==> src/rtl/arith_sched_pkg.sv <==
// Shared constants and types for the round-robin arithmetic scheduler.
package arith_sched_pkg;

    localparam logic OP_ADD = 1'b0;
    localparam logic OP_MUL = 1'b1;

    localparam int OPND_W    = 4;
    localparam int ADD_RES_W = 5;
    localparam int MUL_RES_W = 8;

    // Wide enough for the largest supported requester count (8).
    localparam int RSP_ID_W  = 3;

    typedef struct packed {
        logic                 valid;
        logic [RSP_ID_W-1:0]  id;
        logic [MUL_RES_W-1:0] data;
    } rsp_t;

endpackage

==> src/rtl/rr_arbiter.sv <==
// Round-robin arbiter: grants the first request at or after the pointer,
// then moves the pointer one past the winner so it drops to lowest priority.
module rr_arbiter #(
    parameter  int N  = 2,
    localparam int IW = (N > 1) ? $clog2(N) : 1
) (
    input  logic          clk,
    input  logic          rst,
    input  logic [N-1:0]  req,
    output logic [N-1:0]  gnt,
    output logic [IW-1:0] gnt_idx,
    output logic          any_gnt
);

    logic [IW-1:0] ptr_q, ptr_d;

    // Search from the pointer, wrapping at N-1 -> 0; first hit wins.
    always_comb begin
        gnt     = '0;
        gnt_idx = '0;
        any_gnt = 1'b0;
        for (int off = 0; off < N; off++) begin
            int            idx;
            logic [IW-1:0] idx_v;
            idx = int'(ptr_q) + off;
            if (idx >= N) idx = idx - N;
            idx_v = IW'(idx);
            if (!any_gnt && req[idx_v]) begin
                any_gnt    = 1'b1;
                gnt[idx_v] = 1'b1;
                gnt_idx    = idx_v;
            end
        end
    end

    // Pointer advances only on a grant.
    always_comb begin
        ptr_d = ptr_q;
        if (any_gnt) begin
            ptr_d = (gnt_idx == IW'(N - 1)) ? '0 : gnt_idx + 1'b1;
        end
    end

    // Pointer register, cleared by synchronous reset.
    always_ff @(posedge clk) begin
        if (rst) ptr_q <= '0;
        else     ptr_q <= ptr_d;
    end

endmodule

==> src/rtl/arith_rr_scheduler.sv <==
// Shares one registered adder and one registered multiplier among NREQ
// requesters; each op class has its own round-robin arbiter and results
// are tagged with the issuing requester one cycle after acceptance.
module arith_rr_scheduler
    import arith_sched_pkg::*;
#(
    parameter int NREQ = 2,
    parameter int IDW  = (NREQ > 1) ? $clog2(NREQ) : 1,
    parameter int CNTW = 16
) (
    input  logic                   clk,
    input  logic                   rst,
    input  logic [NREQ-1:0]        req_valid,
    input  logic [NREQ-1:0]        req_op,
    input  logic [OPND_W*NREQ-1:0] req_a,
    input  logic [OPND_W*NREQ-1:0] req_b,
    output logic [NREQ-1:0]        req_ready,
    output logic [OPND_W-1:0]      add_a,
    output logic [OPND_W-1:0]      add_b,
    input  logic [ADD_RES_W-1:0]   add_res,
    output logic [OPND_W-1:0]      mul_a,
    output logic [OPND_W-1:0]      mul_b,
    input  logic [MUL_RES_W-1:0]   mul_res,
    output logic                   add_rsp_valid,
    output logic [IDW-1:0]         add_rsp_id,
    output logic [ADD_RES_W-1:0]   add_rsp_data,
    output logic                   mul_rsp_valid,
    output logic [IDW-1:0]         mul_rsp_id,
    output logic [MUL_RES_W-1:0]   mul_rsp_data,
    output logic [CNTW-1:0]        add_grants,
    output logic [CNTW-1:0]        mul_grants
);

    logic [NREQ-1:0] add_req, mul_req;
    logic [NREQ-1:0] add_gnt, mul_gnt;
    logic [IDW-1:0]  add_idx, mul_idx;
    logic            add_any, mul_any;

    logic            add_vld_q, add_vld_d, mul_vld_q, mul_vld_d;
    logic [IDW-1:0]  add_id_q, add_id_d, mul_id_q, mul_id_d;
    logic [CNTW-1:0] add_cnt_q, add_cnt_d, mul_cnt_q, mul_cnt_d;

    // Split requests by op; reset masks everything so nothing is accepted.
    always_comb begin
        add_req = '0;
        mul_req = '0;
        for (int i = 0; i < NREQ; i++) begin
            add_req[i] = ~rst & req_valid[i] & (req_op[i] == OP_ADD);
            mul_req[i] = ~rst & req_valid[i] & (req_op[i] == OP_MUL);
        end
    end

    rr_arbiter #(.N(NREQ)) u_add_arb (
        .clk     (clk),
        .rst     (rst),
        .req     (add_req),
        .gnt     (add_gnt),
        .gnt_idx (add_idx),
        .any_gnt (add_any)
    );

    rr_arbiter #(.N(NREQ)) u_mul_arb (
        .clk     (clk),
        .rst     (rst),
        .req     (mul_req),
        .gnt     (mul_gnt),
        .gnt_idx (mul_idx),
        .any_gnt (mul_any)
    );

    assign req_ready = add_gnt | mul_gnt;

    // One-hot operand mux into the units; zero when the unit is idle.
    always_comb begin
        add_a = '0;
        add_b = '0;
        mul_a = '0;
        mul_b = '0;
        for (int i = 0; i < NREQ; i++) begin
            if (add_gnt[i]) begin
                add_a = req_a[OPND_W*i +: OPND_W];
                add_b = req_b[OPND_W*i +: OPND_W];
            end
            if (mul_gnt[i]) begin
                mul_a = req_a[OPND_W*i +: OPND_W];
                mul_b = req_b[OPND_W*i +: OPND_W];
            end
        end
    end

    // Response tags track the units' one-cycle latency; counters saturate.
    always_comb begin
        add_vld_d = add_any;
        add_id_d  = add_idx;
        mul_vld_d = mul_any;
        mul_id_d  = mul_idx;
        add_cnt_d = add_cnt_q;
        mul_cnt_d = mul_cnt_q;
        if (add_any && (add_cnt_q != '1)) add_cnt_d = add_cnt_q + 1'b1;
        if (mul_any && (mul_cnt_q != '1)) mul_cnt_d = mul_cnt_q + 1'b1;
    end

    // Response and counter registers; reset drops anything in flight.
    always_ff @(posedge clk) begin
        if (rst) begin
            add_vld_q <= 1'b0;
            add_id_q  <= '0;
            mul_vld_q <= 1'b0;
            mul_id_q  <= '0;
            add_cnt_q <= '0;
            mul_cnt_q <= '0;
        end else begin
            add_vld_q <= add_vld_d;
            add_id_q  <= add_id_d;
            mul_vld_q <= mul_vld_d;
            mul_id_q  <= mul_id_d;
            add_cnt_q <= add_cnt_d;
            mul_cnt_q <= mul_cnt_d;
        end
    end

    assign add_rsp_valid = add_vld_q;
    assign add_rsp_id    = add_id_q;
    assign add_rsp_data  = add_res;
    assign mul_rsp_valid = mul_vld_q;
    assign mul_rsp_id    = mul_id_q;
    assign mul_rsp_data  = mul_res;
    assign add_grants    = add_cnt_q;
    assign mul_grants    = mul_cnt_q;

endmodule

==> config.mk <==
export PLATFORM = sky130hd
export DESIGN_NAME = arith_rr_scheduler
export DESIGN_NICKNAME = d
export VERILOG_FILES = /design/src/rtl/arith_sched_pkg.sv /design/src/rtl/rr_arbiter.sv /design/src/rtl/arith_rr_scheduler.sv
export SDC_FILE = /design/constraint.sdc
export NUM_CORES = 1
export LEC_CHECK = 0
export CAP_MARGIN = 10
export CORE_MARGIN = 1.5
export CORE_UTILIZATION = 30
export CTS_CLUSTER_DIAMETER = 50
export CTS_CLUSTER_SIZE = 40
export DETAILED_ROUTE_END_ITERATION = 8
export PLACE_DENSITY_LB_ADDON = 0.25
export REMOVE_ABC_BUFFERS = 1
export SLEW_MARGIN = 20
export SYNTH_ARGS = -nofsm -noshare
export SYNTH_HDL_FRONTEND = slang
export SYNTH_SLANG_ARGS = --single-unit
==> constraint.sdc <==
create_clock -name clk -period 2.1 [get_ports clk]
set_clock_uncertainty 0.1 [all_clocks]
set_input_delay 0.42 -clock clk [delete_from_list [all_inputs] [get_ports clk]]
set_output_delay 0.42 -clock clk [all_outputs]
set_load 0.02 [all_outputs]
==> results.yml <==
outcome:
  status: "complete, no violations"
sta:
  holdWs_ns: 0.419
  relSlewSlack_pct: 62.1
  max_freq_mhz: 485
  setup_viol: 0
  hold_viol: 0
  worstMarginPinSlew_ns: 0.566
  min_period_ns: 2.06
  drv_slew: 0
  min_period_over_period_pct: 98.1
  setup_tns_ns: 0
yosys:
  synth_top_area_share_pct: 33.9
  synth-seq-cells: 38
  synth_area_leaders: "dfxtp_1 (34%), a22o_1 (6.6%), buf_4 (4.3%)"
  avgSynthCellArea_um2: 8.78
  syn_area_mm2: 0.00225
  seq_area_frac_synth_pct: 33.9
  yosysTopAreaCell: "dfxtp_1"
  synthCells: 256
  synth.lib_cells_used.distinct: 50
  ys_dominant_reg_cell: "dfxtp_1"
  synth_edf_count: 0
  synth-async-reset-ratio_pct: 0
  yosysWarnings: 0
drt:
  vias_per_cell: 5.42
  drcViolationCount: 0
  drt-total-wl_um: 6370
  routedWlPerCell_um: 13.9
  drtAntennaViolNets: 0
  drt_iter0_markers: 84
  first_pass_iters: 6
  dr_total_vias: 2475
critical_path:
  start_kind: "input pin"
  crit_buf_inv: 2
  critPathMaxStageDelay_ns: 0.33
  crit_arrival_ns: 1.54
  crit_fanout: 10
  crit_path_cell_trace: "clkdlybuf4s15_2, nand2_1, o2111a_2, or2_2, buf_2"
  end_kind: "primary output"
  cp_slowest_cell: "o2111a_2"
  critPathTopFamily: "buffers and inverters"
  cp_data_required_time_ns: 1.58
  path_class: "in2out"
clocking:
  htreeDepth: 2
  cts.sinks: 38
  cts-buffers-inserted: 5
  clock-root-buffer: "clkbuf_8"
  cts_tree: "done"
  clock_latency_ns: 0.28
  clkTransAtPathRegs_ns: 0.07
  ctsHoldBuffers: 0
  cts_buffer_depth: 2
cells_and_area:
  layout.cells.most_common_list: "clkdlybuf4s50_1 (52), buf_4 (48), dfxtp_1 (38)"
  n_antenna_cell: 0
  layout_commonest_cell: "clkdlybuf4s50_1"
  area_growth_pct: 51.7
  drive_gt1_share_pct: 27.4
  final.fill_count: 730
  finalCoreUtilization_pct: 47.0
  fin_nets: 395
grt:
  overflow: 0
  grt_max_degree: 23
  grt_first_pass_wirelength_um: 10500
  groute.usage.overall_pct: 16.7
  antenna_found_initial: 0
  grt_pass1_vias: 2330
placed_design:
  place_congestion: 0.756
  hpwl_um: 4620
  port_buffers: 75
pwr:
  ir_worst_vdd_v: 0.000173
  power_density_mw_per_mm2: 436
  p_leak_nw: 1.29
die:
  dieWidth_um: 89.5
  coreArea_mm2: 0.00725
  rows: 31
  initial_utilization_pct: 31.0
  die_area_mm2: 0.00802
  die_y_um: 89.5
  io_pins: 102
run:
  cap_violations: 0
min_path:
  hold_class: "reg2reg"
-- final cells by class --
| class | instances | area, um^2 | share of cell area [%] |
|---|---|---|---|
| clock buffer | 7 | 76.3 | 2.24 |
| inverter | 6 | 22.5 | 0.661 |
| multi-input combinational | 188 | 1380 | 40.5 |
| sequential | 38 | 761 | 22.3 |
| tap | 99 | 124 | 3.63 |
| timing repair buffer | 119 | 1040 | 30.6 |
-- path summary, 6_finish.rpt --
check                start            end  slack (ns)  depth (start not counted)
max           req_valid[0]   req_ready[1]        0.04                          5
min          add_grants[1]  add_grants[1]        0.42                          2
max reg2reg  mul_grants[8]  mul_grants[9]        0.18                          4
min reg2reg  add_grants[1]  add_grants[1]        0.42                          2
-- cells by family (layout without fill, tap and decap cells) --
kind of cell,count (synthesis),count (layout),share of synthesized area [%]
adder cells (fa/ha/maj),2,2,1.11
AND/OR/NAND/NOR,106,106,28.5
buffers and inverters,30,132,7.63
AO/OA/AOI/OAI,71,71,24.6
flip-flops,38,38,33.9
multiplexers,9,9,4.40
-- metal layers --
metal  share of wire, %  GRT usage (%)  vias to the layer above  routed length [um]
li1                   -              -                     1215                   -
met1                 45           20.9                     1151                2840
met2                 47           27.1                      102                3010
met3                7.3           5.63                        7                 463
met4                1.1           4.90                        0                  67
met5                  0              0                        -                   0
-- sequential cells by signal, summed over array words and instances (netlist names) --
name / flops
u_add_arb.ptr_q: 1
mul_rsp_valid: 1
add_rsp_valid: 1
u_mul_arb.ptr_q: 1
mul_rsp_id: 1
add_rsp_id: 1
mul_grants: 16
add_grants: 16
-- timing repair --
action | CTS | global route
gates cloned | 3 | 0
buffers inserted | 2 | 1
pin swaps | 6 | 4
setup endpoints to repair | 30 | 23
gates resized for setup | 112 | 16
-- stage by stage --
step	cell area, um^2	total power, mW	worst slack (ns)	cells
global route	3410	1.56	-0.00211	457
floorplan	2100	0.854	0.0352	232
finish	3410	1.48	0.0394	457
detailed placement	3260	1.02	-0.778	444
CTS	3370	1.51	0.00434	456
global placement	3260	1.01	-0.735	444
-- synthesized netlist by cell type, types with 2 or more instances --
cell and number:
clkbuf_1 7, nor2_1 11, nor2b_1 7, o31ai_1 4
nand2_1 13, o211a_1 2, o21ai_0 9, nor4_1 7
buf_2 2, or3_1 3, o41ai_1 8, and3_1 2
or2_2 4, o211ai_1 3, and4_1 4, or4_1 6
buf_4 13, and2b_1 2, nor3_2 2, ha_1 2
mux2_2 7, nor4b_1 2, a21oi_1 7, o2111ai_1 2
inv_1 6, o311ai_0 11, mux2i_1 2, nand4_1 12
a22o_1 17, nor3_1 7, and2_1 2, nand2b_1 3
dfxtp_1 38, nand3_1 13
-- power by group --
part	switching [mW]	total, mW	internal, mW
clock network	0.245	0.474	0.229
registers	0.0110	0.744	0.733
logic	0.125	0.266	0.142
total	0.381	1.48	1.10
-- worst min-delay path: stages, from the launching register on --
cell and delay (ns):
dfxtp_1 0.34, o21ai_0 0.08, a21oi_1 0.06
(Power assumes the default switching activity.)
